<file path="config.mk">
export PLATFORM = sky130hd
export DESIGN_NAME = psum_write_ctrl
export DESIGN_NICKNAME = d
export VERILOG_FILES = /design/src/rtl/psum_write_ctrl_pkg.sv /design/src/rtl/psum_write_ctrl_sat_adder.sv /design/src/rtl/psum_write_ctrl.sv
export SDC_FILE = /design/constraint.sdc
export NUM_CORES = 1
export LEC_CHECK = 0
export BUFFER_PORTS_ARGS = -buffer_cell sky130_fd_sc_hd__buf_2
export CAP_MARGIN = 10
export CORE_MARGIN = 5
export CORE_UTILIZATION = 54
export DETAILED_ROUTE_END_ITERATION = 8
export HOLD_SLACK_MARGIN = 0.03
export PLACE_DENSITY = 0.83
export SETUP_SLACK_MARGIN = 0.2
export SLEW_MARGIN = 0
export SYNTH_ARGS = -nofsm -noshare
export SYNTH_HDL_FRONTEND = slang
export SYNTH_SLANG_ARGS = --single-unit
export TNS_END_PERCENT = 100
</file>
<file path="constraint.sdc">
create_clock -name clk -period 2.2 [get_ports clk]
set_input_delay 0 -clock clk [delete_from_list [all_inputs] [get_ports clk]]
set_output_delay 0 -clock clk [all_outputs]
set_load 0.005 [all_outputs]
</file>
<file path="src/rtl/psum_write_ctrl_pkg.sv">
// Shared definitions for the partial-sum write controller: stall codes
// returned to the main convolution controller and the FSM state encoding.
package psum_write_ctrl_pkg;

   // Stall codes sampled by the main controller in WAIT_FOR_WRITE
   localparam logic [1:0] STALL_BUSY = 2'b00;
   localparam logic [1:0] STALL_CONT = 2'b10;
   localparam logic [1:0] STALL_STOP = 2'b11;

   typedef enum logic [1:0] {
      ST_IDLE     = 2'b00,
      ST_WRITE    = 2'b01,
      ST_REPORT   = 2'b10,
      ST_FINISHED = 2'b11
   } state_t;

endpackage

</file>
<file path="src/rtl/psum_write_ctrl_sat_adder.sv">
// Signed saturating adder: the sum is formed one bit wider than the operands
// and clamped to the representable range, with a flag when clamping happens.
module psum_write_ctrl_sat_adder #(
   parameter int DATA_W = 16
) (
   input  logic [DATA_W-1:0] op_a,
   input  logic [DATA_W-1:0] op_b,
   output logic [DATA_W-1:0] sum,
   output logic              sat
);

   logic [DATA_W:0] sum_ext_s;

   // Extended-precision add, then clamp when the two top bits disagree
   always_comb begin
      sum_ext_s = {op_a[DATA_W-1], op_a} + {op_b[DATA_W-1], op_b};
      if (sum_ext_s[DATA_W] != sum_ext_s[DATA_W-1]) begin
         sat = 1'b1;
         if (sum_ext_s[DATA_W]) begin
            sum = {1'b1, {(DATA_W-1){1'b0}}};
         end else begin
            sum = {1'b0, {(DATA_W-1){1'b1}}};
         end
      end else begin
         sat = 1'b0;
         sum = sum_ext_s[DATA_W-1:0];
      end
   end

endmodule

</file>
<file path="src/rtl/psum_write_ctrl.sv">
// Write-buffer controller: takes the main controller's one-cycle write
// request, optionally folds in the stored partial sum with saturation, pushes
// the word into the output FIFO and reports a 2-bit stall code back.
module psum_write_ctrl
   import psum_write_ctrl_pkg::*;
#(
   parameter int DATA_W = 16,
   parameter int CNT_W  = 10
) (
   input  logic              clk,
   input  logic              reset,
   input  logic              global_rst,
   input  logic              chip_en,
   input  logic              write_req,
   input  logic [DATA_W-1:0] result_in,
   input  logic              psum_mode,
   input  logic [DATA_W-1:0] psum_in,
   input  logic [CNT_W-1:0]  total_outputs,
   input  logic              fifo_full,
   output logic              fifo_wen,
   output logic [DATA_W-1:0] fifo_wdata,
   output logic [1:0]        stall,
   output logic [CNT_W-1:0]  out_count,
   output logic              busy,
   output logic              sat_flag,
   output logic              protocol_err
);

   localparam logic [CNT_W-1:0] CNT_ZERO = {CNT_W{1'b0}};
   localparam logic [CNT_W-1:0] CNT_ONE  = {{(CNT_W-1){1'b0}}, 1'b1};

   state_t            state_r, state_nxt_s;
   logic [DATA_W-1:0] word_r, word_nxt_s;
   logic [1:0]        stall_r, stall_nxt_s;
   logic              fifo_wen_r, fifo_wen_nxt_s;
   logic [DATA_W-1:0] fifo_wdata_r, fifo_wdata_nxt_s;
   logic [CNT_W-1:0]  out_count_r, out_count_nxt_s;
   logic              sat_flag_r, sat_flag_nxt_s;
   logic              protocol_err_r, protocol_err_nxt_s;

   logic [DATA_W-1:0] sum_s;
   logic              sat_s;
   logic [DATA_W-1:0] add_word_s;
   logic              add_sat_s;
   logic              final_s;
   logic              cnt_room_s;

   psum_write_ctrl_sat_adder #(.DATA_W(DATA_W)) u_sat_adder (
      .op_a (result_in),
      .op_b (psum_in),
      .sum  (sum_s),
      .sat  (sat_s)
   );

   // psum_in only matters in psum mode, including for the saturation flag
   assign add_word_s = psum_mode ? sum_s : result_in;
   assign add_sat_s  = psum_mode & sat_s;

   // A zero total means an unbounded layer: never stop, counter wraps
   assign final_s    = (total_outputs != CNT_ZERO) && (out_count_r == total_outputs);
   assign cnt_room_s = (total_outputs == CNT_ZERO) || (out_count_r != total_outputs);

   // State register; global_rst is a synchronous clear above everything else
   always_ff @(posedge clk or posedge reset) begin
      if (reset) begin
         state_r <= ST_IDLE;
      end else if (global_rst) begin
         state_r <= ST_IDLE;
      end else begin
         state_r <= state_nxt_s;
      end
   end

   // Next-state decode; a deasserted chip_en freezes the FSM
   always_comb begin
      state_nxt_s = state_r;
      if (chip_en) begin
         case (state_r)
            ST_IDLE:     state_nxt_s = write_req ? ST_WRITE : ST_IDLE;
            ST_WRITE:    state_nxt_s = fifo_full ? ST_WRITE : ST_REPORT;
            ST_REPORT:   state_nxt_s = final_s ? ST_FINISHED : ST_IDLE;
            ST_FINISHED: state_nxt_s = ST_FINISHED;
            default:     state_nxt_s = ST_IDLE;
         endcase
      end else begin
         state_nxt_s = state_r;
      end
   end

   // Next values of the registered outputs and the latched word
   always_comb begin
      stall_nxt_s        = stall_r;
      fifo_wen_nxt_s     = 1'b0;
      fifo_wdata_nxt_s   = fifo_wdata_r;
      out_count_nxt_s    = out_count_r;
      sat_flag_nxt_s     = sat_flag_r;
      protocol_err_nxt_s = protocol_err_r;
      word_nxt_s         = word_r;
      if (chip_en) begin
         case (state_r)
            ST_IDLE: begin
               stall_nxt_s = STALL_BUSY;
               if (write_req) begin
                  word_nxt_s     = add_word_s;
                  sat_flag_nxt_s = sat_flag_r | add_sat_s;
               end else begin
                  word_nxt_s     = word_r;
               end
            end
            ST_WRITE: begin
               stall_nxt_s        = STALL_BUSY;
               protocol_err_nxt_s = protocol_err_r | write_req;
               if (!fifo_full) begin
                  fifo_wen_nxt_s   = 1'b1;
                  fifo_wdata_nxt_s = word_r;
                  if (cnt_room_s) begin
                     out_count_nxt_s = out_count_r + CNT_ONE;
                  end else begin
                     out_count_nxt_s = out_count_r;
                  end
               end else begin
                  fifo_wen_nxt_s   = 1'b0;
               end
            end
            ST_REPORT: begin
               stall_nxt_s        = final_s ? STALL_STOP : STALL_CONT;
               protocol_err_nxt_s = protocol_err_r | write_req;
            end
            ST_FINISHED: begin
               stall_nxt_s = STALL_STOP;
            end
            default: begin
               stall_nxt_s = STALL_BUSY;
            end
         endcase
      end else begin
         fifo_wen_nxt_s = 1'b0;
      end
   end

   // Output and datapath registers
   always_ff @(posedge clk or posedge reset) begin
      if (reset) begin
         word_r         <= {DATA_W{1'b0}};
         stall_r        <= STALL_BUSY;
         fifo_wen_r     <= 1'b0;
         fifo_wdata_r   <= {DATA_W{1'b0}};
         out_count_r    <= CNT_ZERO;
         sat_flag_r     <= 1'b0;
         protocol_err_r <= 1'b0;
      end else if (global_rst) begin
         word_r         <= {DATA_W{1'b0}};
         stall_r        <= STALL_BUSY;
         fifo_wen_r     <= 1'b0;
         fifo_wdata_r   <= {DATA_W{1'b0}};
         out_count_r    <= CNT_ZERO;
         sat_flag_r     <= 1'b0;
         protocol_err_r <= 1'b0;
      end else begin
         word_r         <= word_nxt_s;
         stall_r        <= stall_nxt_s;
         fifo_wen_r     <= fifo_wen_nxt_s;
         fifo_wdata_r   <= fifo_wdata_nxt_s;
         out_count_r    <= out_count_nxt_s;
         sat_flag_r     <= sat_flag_nxt_s;
         protocol_err_r <= protocol_err_nxt_s;
      end
   end

   assign fifo_wen     = fifo_wen_r;
   assign fifo_wdata   = fifo_wdata_r;
   assign stall        = stall_r;
   assign out_count    = out_count_r;
   assign sat_flag     = sat_flag_r;
   assign protocol_err = protocol_err_r;
   assign busy         = (state_r != ST_IDLE);

endmodule

</file>
# [Word-level counts from Yosys, hierarchy flattened]
# Index checks and enable logic that the tools add are counted.
[word_totals] regBits=49 in_bits=49 wordCells=76
[classes] n_addsub=2 n_eq_ne=7 bitwise_logic=3 reduce_logical=18 n_mux=38
[op_table] cell="16-bit 2-to-1 mux" n=11
[op_table] cell="10-bit 2-to-1 mux" n=5
[op_table] cell="16-bit by 16-bit adder with 17-bit output" n=1
[op_table] cell="1-bit 2-to-1 mux" n=14
[op_table] cell="2-bit nonzero test" n=7
[op_table] cell="2-bit 2-to-1 mux" n=6
[op_table] cell="10-bit by 1-bit adder with 10-bit output, second input constant" n=1
[op_table] cell="10-bit == test" n=1
[op_table] cell="10-bit zero test" n=1
[op_table] cell="10-bit inequality test" n=1
[op_table] cell="10-bit nonzero test" n=1
[op_table] cell="2-bit case mux with 4 select lines" n=1
[op_table] cell="2-bit case mux with 3 select lines" n=1
[op_table] cell="3-bit AND reduction" n=2
[op_table] cell="2-bit == test, second input constant" n=2
[op_table] cell="4-bit AND reduction" n=1
[op_table] cell="2-bit OR reduction" n=2
[op_table] cell="2-bit by 1-bit == test with 1-bit output, second input constant" n=1
[op_table] cell="2-bit zero test" n=1
[op_table] cell="2-bit inequality test, second input constant" n=1
[op_table] cell="1-bit OR" n=2
[op_table] cell="2-bit AND reduction" n=1
[op_table] cell="1-bit AND" n=1
[op_table] cell="1-bit logical AND" n=1
[op_table] cell="other kinds (2)" n=2

# [Logic depth before layout (Yosys ltp)]
[logic_depth] word_depth=9 depth_mapped=10

# [Modules after synthesis]
# Synthesis repeated with hierarchy kept, for this count alone.
[unflattened] cells_unflattened=378 area_unflattened_um2=3469.6
[modules_own_cells] module="psum_write_ctrl" n_inst=1 seq_area_each_um2=1226.2 cells_each=252 area_per_inst_um2=2428.6
[modules_own_cells] module="psum_write_ctrl_sat_adder" n_inst=1 seq_area_each_um2=0.0 cells_each=126 area_per_inst_um2=1041.0

# [Worst setup path before layout]
# OpenSTA, ideal clock, no wires.
[synth_path] path_type="input to register" start="in result_in[0]" end="reg word_r[10]" n_path_buf=0 setup_ns=0.135 cell_stages=9 arrival_ns=1.989 path_slack_ns=0.076 path_cell_list="ha_1 -> fa_1 -> a211oi_1 -> o211ai_2 -> a31oi_1 -> a21o_1 -> o21ai_1 -> o21ai_2 -> o21ai_0"
[synth_between] elab_chain_cells=8 elab_cells_between_ends=9
[synth_rtl] item="from (decl)" line="psum_write_ctrl.sv:15" text="input logic [DATA_W-1:0] result_in,"
[synth_rtl] item="16-bit by 16-bit adder with 17-bit output *" line="psum_write_ctrl_sat_adder.sv:16" text="sum_ext_s = {op_a[DATA_W-1], op_a} + {op_b[DATA_W-1], op_b};"
[synth_rtl] item="16-bit 2-to-1 mux or 1-bit inequality test (tied branches)" line="psum_write_ctrl_sat_adder.sv:19, psum_write_ctrl_sat_adder.sv:17"
[synth_rtl] item="16-bit 2-to-1 mux *" line="psum_write_ctrl_sat_adder.sv:17" text="if (sum_ext_s[DATA_W] != sum_ext_s[DATA_W-1]) begin"
[synth_rtl] item="16-bit 2-to-1 mux *" line="psum_write_ctrl.sv:56" text="assign add_word_s = psum_mode ? sum_s : result_in;"
[synth_rtl] item="16-bit 2-to-1 mux *" line="psum_write_ctrl.sv:103" text="if (write_req) begin"
[synth_rtl] item="16-bit 2-to-1 mux *" line="psum_write_ctrl.sv:100" text="case (state_r)"
[synth_rtl] item="16-bit 2-to-1 mux *" line="psum_write_ctrl.sv:99" text="if (chip_en) begin"
[synth_rtl] item="16-bit 2-to-1 mux *" line="psum_write_ctrl.sv:151" text="end else if (global_rst) begin"
[synth_rtl] item="to (signal assigned)" line="psum_write_ctrl.sv:144" text="word_r <= {DATA_W{1'b0}};"
[synth_rtl] item="to (signal assigned)" line="psum_write_ctrl.sv:152" text="word_r <= {DATA_W{1'b0}};"
[synth_rtl] item="to (signal assigned)" line="psum_write_ctrl.sv:160" text="word_r <= word_nxt_s;"
[synth_rtl] item="to (decl)" line="psum_write_ctrl.sv:33" text="logic [DATA_W-1:0] word_r, word_nxt_s;"
# Mark *: on every way between the ends. The rest lies on a longest branch, timed or not. The select of a mux whose other input is x is not followed.
# A chain may end at the register's enable or synchronous reset.

# [Worst setup path after layout]
[layout_path] start="in result_in[0]" end="reg word_r[7]"
# The elaborated chain is that of the path after synthesis.

==> flow_summary.toml <==
[worst_setup_path]
path_class = "in2reg"
cp.arrival_ns = 2.07
crit_path_start_kind = "input pin"
cp.required_ns = 2.38
cp_max_fo = 15
worstSetupEndpointType = "flip-flop"

[synthesis]
synth_fp_nets = 438
yosys-top-cells-area = "dfrtp_1 (38%), ha_1 (8.2%), a21oi_1 (8.1%), nand2_1 (6.9%), xnor2_1 (4.9%)"
yosysTopAreaCell = "dfrtp_1"
synth_edf_count = 0
yosys.cell_count.top_type = "nand2_1"
synth_flop_cell = "dfrtp_1"
syn_area_per_cell_um2 = 8.75
synthCells = 367
synth.top_cells.by_count = "nand2_1 (59), a21oi_1 (52), dfrtp_1 (49)"
synthArstFlopShare_pct = 100
synth_top_area_share_pct = 38.2
ys_seq_elements = 49
syn_area_mm2 = 0.00321
synth_cell_types = 52
yosys_warnings = 0
ys_seq_area_share_pct = 38.2

[sta]
drv_slew = 0
max_freq_mhz = 528
period_share_pct = 86.1
rsz0062_at_grt = "yes"
setup_slack_ns = 0.306
max_slew.worst_pin.slew_ns = 0.607
holdWs_ns = 0.0384
relSlewSlack_pct = 59.5
hold_viol = 0
fin_skew_ns = 0.00508
finalCriticalPeriod_ns = 1.89
setup_violations = 0

[final_layout]
nets = 538
fillers = 441
finalCoreUtilization_pct = 68.7
instances_no_fill = 542
drive_gt1_share_pct = 26.8
multiInputGateArea_mm2 = 0.00194
diodes = 0
area_growth_pct = 25.2
layout.area.seq_mm2 = 0.00123

[detailed_routing]
wl_per_cell_um = 15.4
vias_per_cell = 5.70
post-route-drc-count = 0
dr_total_vias = 3089
drt_iter0_markers = 147
ant_nets = 0
drt_pass1_iterations = 4
drt-total-wl_mm = 8.34

[clock_tree]
root_buffer = "clkbuf_8"
cts_tree = "built"
clk_pin_slew_ns = 0.08
cts-htree-levels = 2
clock_latency_ns = 0.30
clk_path_buf_depth = 2
clock_sinks = 49
cts_buffers = 5

[place]
gp_congestion = 0.990
dpl_worst_slack_ns = -0.0522
hpwl_mm = 6.04
portBuffers = 80
placed_cells = 522

[floorplan]
dieArea_mm2 = 0.00759
ios = 81
core_area_mm2 = 0.00585
die_w_um = 87.1
die_y_um = 87.1
start_util_pct = 54.9
num_rows = 28

[global_routing]
antenna_found_initial = 0
grt_usage_pct = 21.9
gr-total-overflow = 0
grt_max_degree = 50
grt_pass1_vias = 2987
grt_pass1_wl_mm = 13.4

[power]
pwr-share-comb_pct = 28.0
cellLeakagePower_nw = 1.90
p_per_area_mw_per_mm2 = 508
power_switching_mw = 0.619
p_clk_share_pct = 25.7
max-vdd-ir-drop_v = 0.000381
intPower_mw = 1.42
p_sw_share_pct = 30.3
seq_power_share_pct = 46.3

[flow_run]
cap_viol_max_count = 0

[run_status]
status = "complete, no violations"

[hold_path]
hold_class = "in2reg"
==> what timing repair did <==
action / in CTS / in global routing
endpoints found under the hold margin: 58 / 0
hold buffers: 10 / 0
pin swaps: 1 / 8
resized for setup: 0 / 13
setup buffers: 2 / 0
gates cloned: 0 / 1
endpoints found under the setup margin: 3 / 21
==> critical path, stage by stage <==
cell	delay (ns)
buf_2	0.11
ha_2	0.20
fa_2	0.39
a211oi_4	0.26
o211ai_2	0.15
a31oi_2	0.19
a21o_1	0.25
nor3_4	0.08
buf_12	0.15
nor3b_1	0.20
o31ai_1	0.09
==> flip-flops by register name, summed over array words and instances (netlist names) <==
signal        flops
word_r           16
sat_flag          1
protocol_err      1
state_r           2
out_count        10
stall             2
fifo_wen          1
fifo_wdata       16
==> metal layers <==
layer / vias to the layer above / global-route usage, % / part of all wire, %
met5: - / 0 / 0
met4: 0 / 5.58 / 1.2
met3: 15 / 3.41 / 7.0
met2: 120 / 38.0 / 50
met1: 1438 / 28.5 / 42
li1: 1516 / - / -
==> cell type report <==
cell class | instances | share of cell area, %
flip-flops and latches | 49 | 30.6
inverters | 9 | 0.840
well taps | 75 | 2.33
clock buffers | 7 | 2.15
multi-input cells | 296 | 48.3
repair buffers | 106 | 15.8
==> power by group through the flow <==
stage	sequential [mW]	clock, mW	combinational (mW)
finish	0.945	0.526	0.571
global route	0.949	0.565	0.630
CTS	0.945	0.533	0.544
detailed placement	0.963	0	0.527
global placement	0.961	0	0.512
floorplan	0.960	0	0.359
==> layout by cell type (no fill, tap or decap), types with 3 or more instances in the layout <==
master         instances
nand4_1                7
dfrtp_1               47
buf_4                 14
or3_1                  3
o21ai_0               13
ha_1                  20
nand2_1               59
inv_1                  8
buf_2                 80
xnor2_1               18
nand3_1                5
nor2_1                25
xor2_1                11
clkbuf_8               6
o21ai_1               14
a211oi_1               4
a22oi_1                5
o22ai_1                4
o211ai_1               4
a21o_1                 4
a31oi_1                3
a21oi_1               50
dlygate4sd3_1         10
and2_1                 3
==> cell families (layout without fill, tap and decap cells) <==
family / Yosys count / after routing / share of synthesized area (%)
buf+inv: 23 / 122 / 3.43
flops: 49 / 49 / 38.2
simple gates: 123 / 123 / 19.3
fa+ha+maj: 22 / 22 / 8.80
xor+xnor: 29 / 29 / 7.91
compound gates: 121 / 122 / 22.4
==> stage by stage <==
stage | area (um2) | total power [mW] | setup TNS [ns]
floorplan | 3240 | 1.32 | 0
global placement | 3770 | 1.47 | 0
detailed placement | 3770 | 1.49 | -0.357
CTS | 3980 | 2.02 | 0
global route | 4020 | 2.14 | 0
finish | 4020 | 2.04 | 0
==> path summary, 6_finish.rpt <==
path / end / cells after the start / slack [ns] / start
setup reg to reg: out_count[9]$_DFFE_PP0P_ / 9 / 0.31 / out_count[5]$_DFFE_PP0P_
min in group asynchronous: fifo_wdata[3]$_DFFE_PP0P_ / 4 / 0.41 / reset
setup / recovery: word_r[7]$_DFFE_PP0P_ / 11 / 0.31 / result_in[0]
hold reg to reg: sat_flag$_DFFE_PP0P_ / 1 / 0.49 / sat_flag$_DFFE_PP0P_
max in group asynchronous: out_count[3]$_DFFE_PP0P_ / 4 / 1.36 / reset
hold / removal: word_r[12]$_DFFE_PP0P_ / 3 / 0.04 / result_in[12]
No activity file was read; power rests on OpenSTA's default activity.
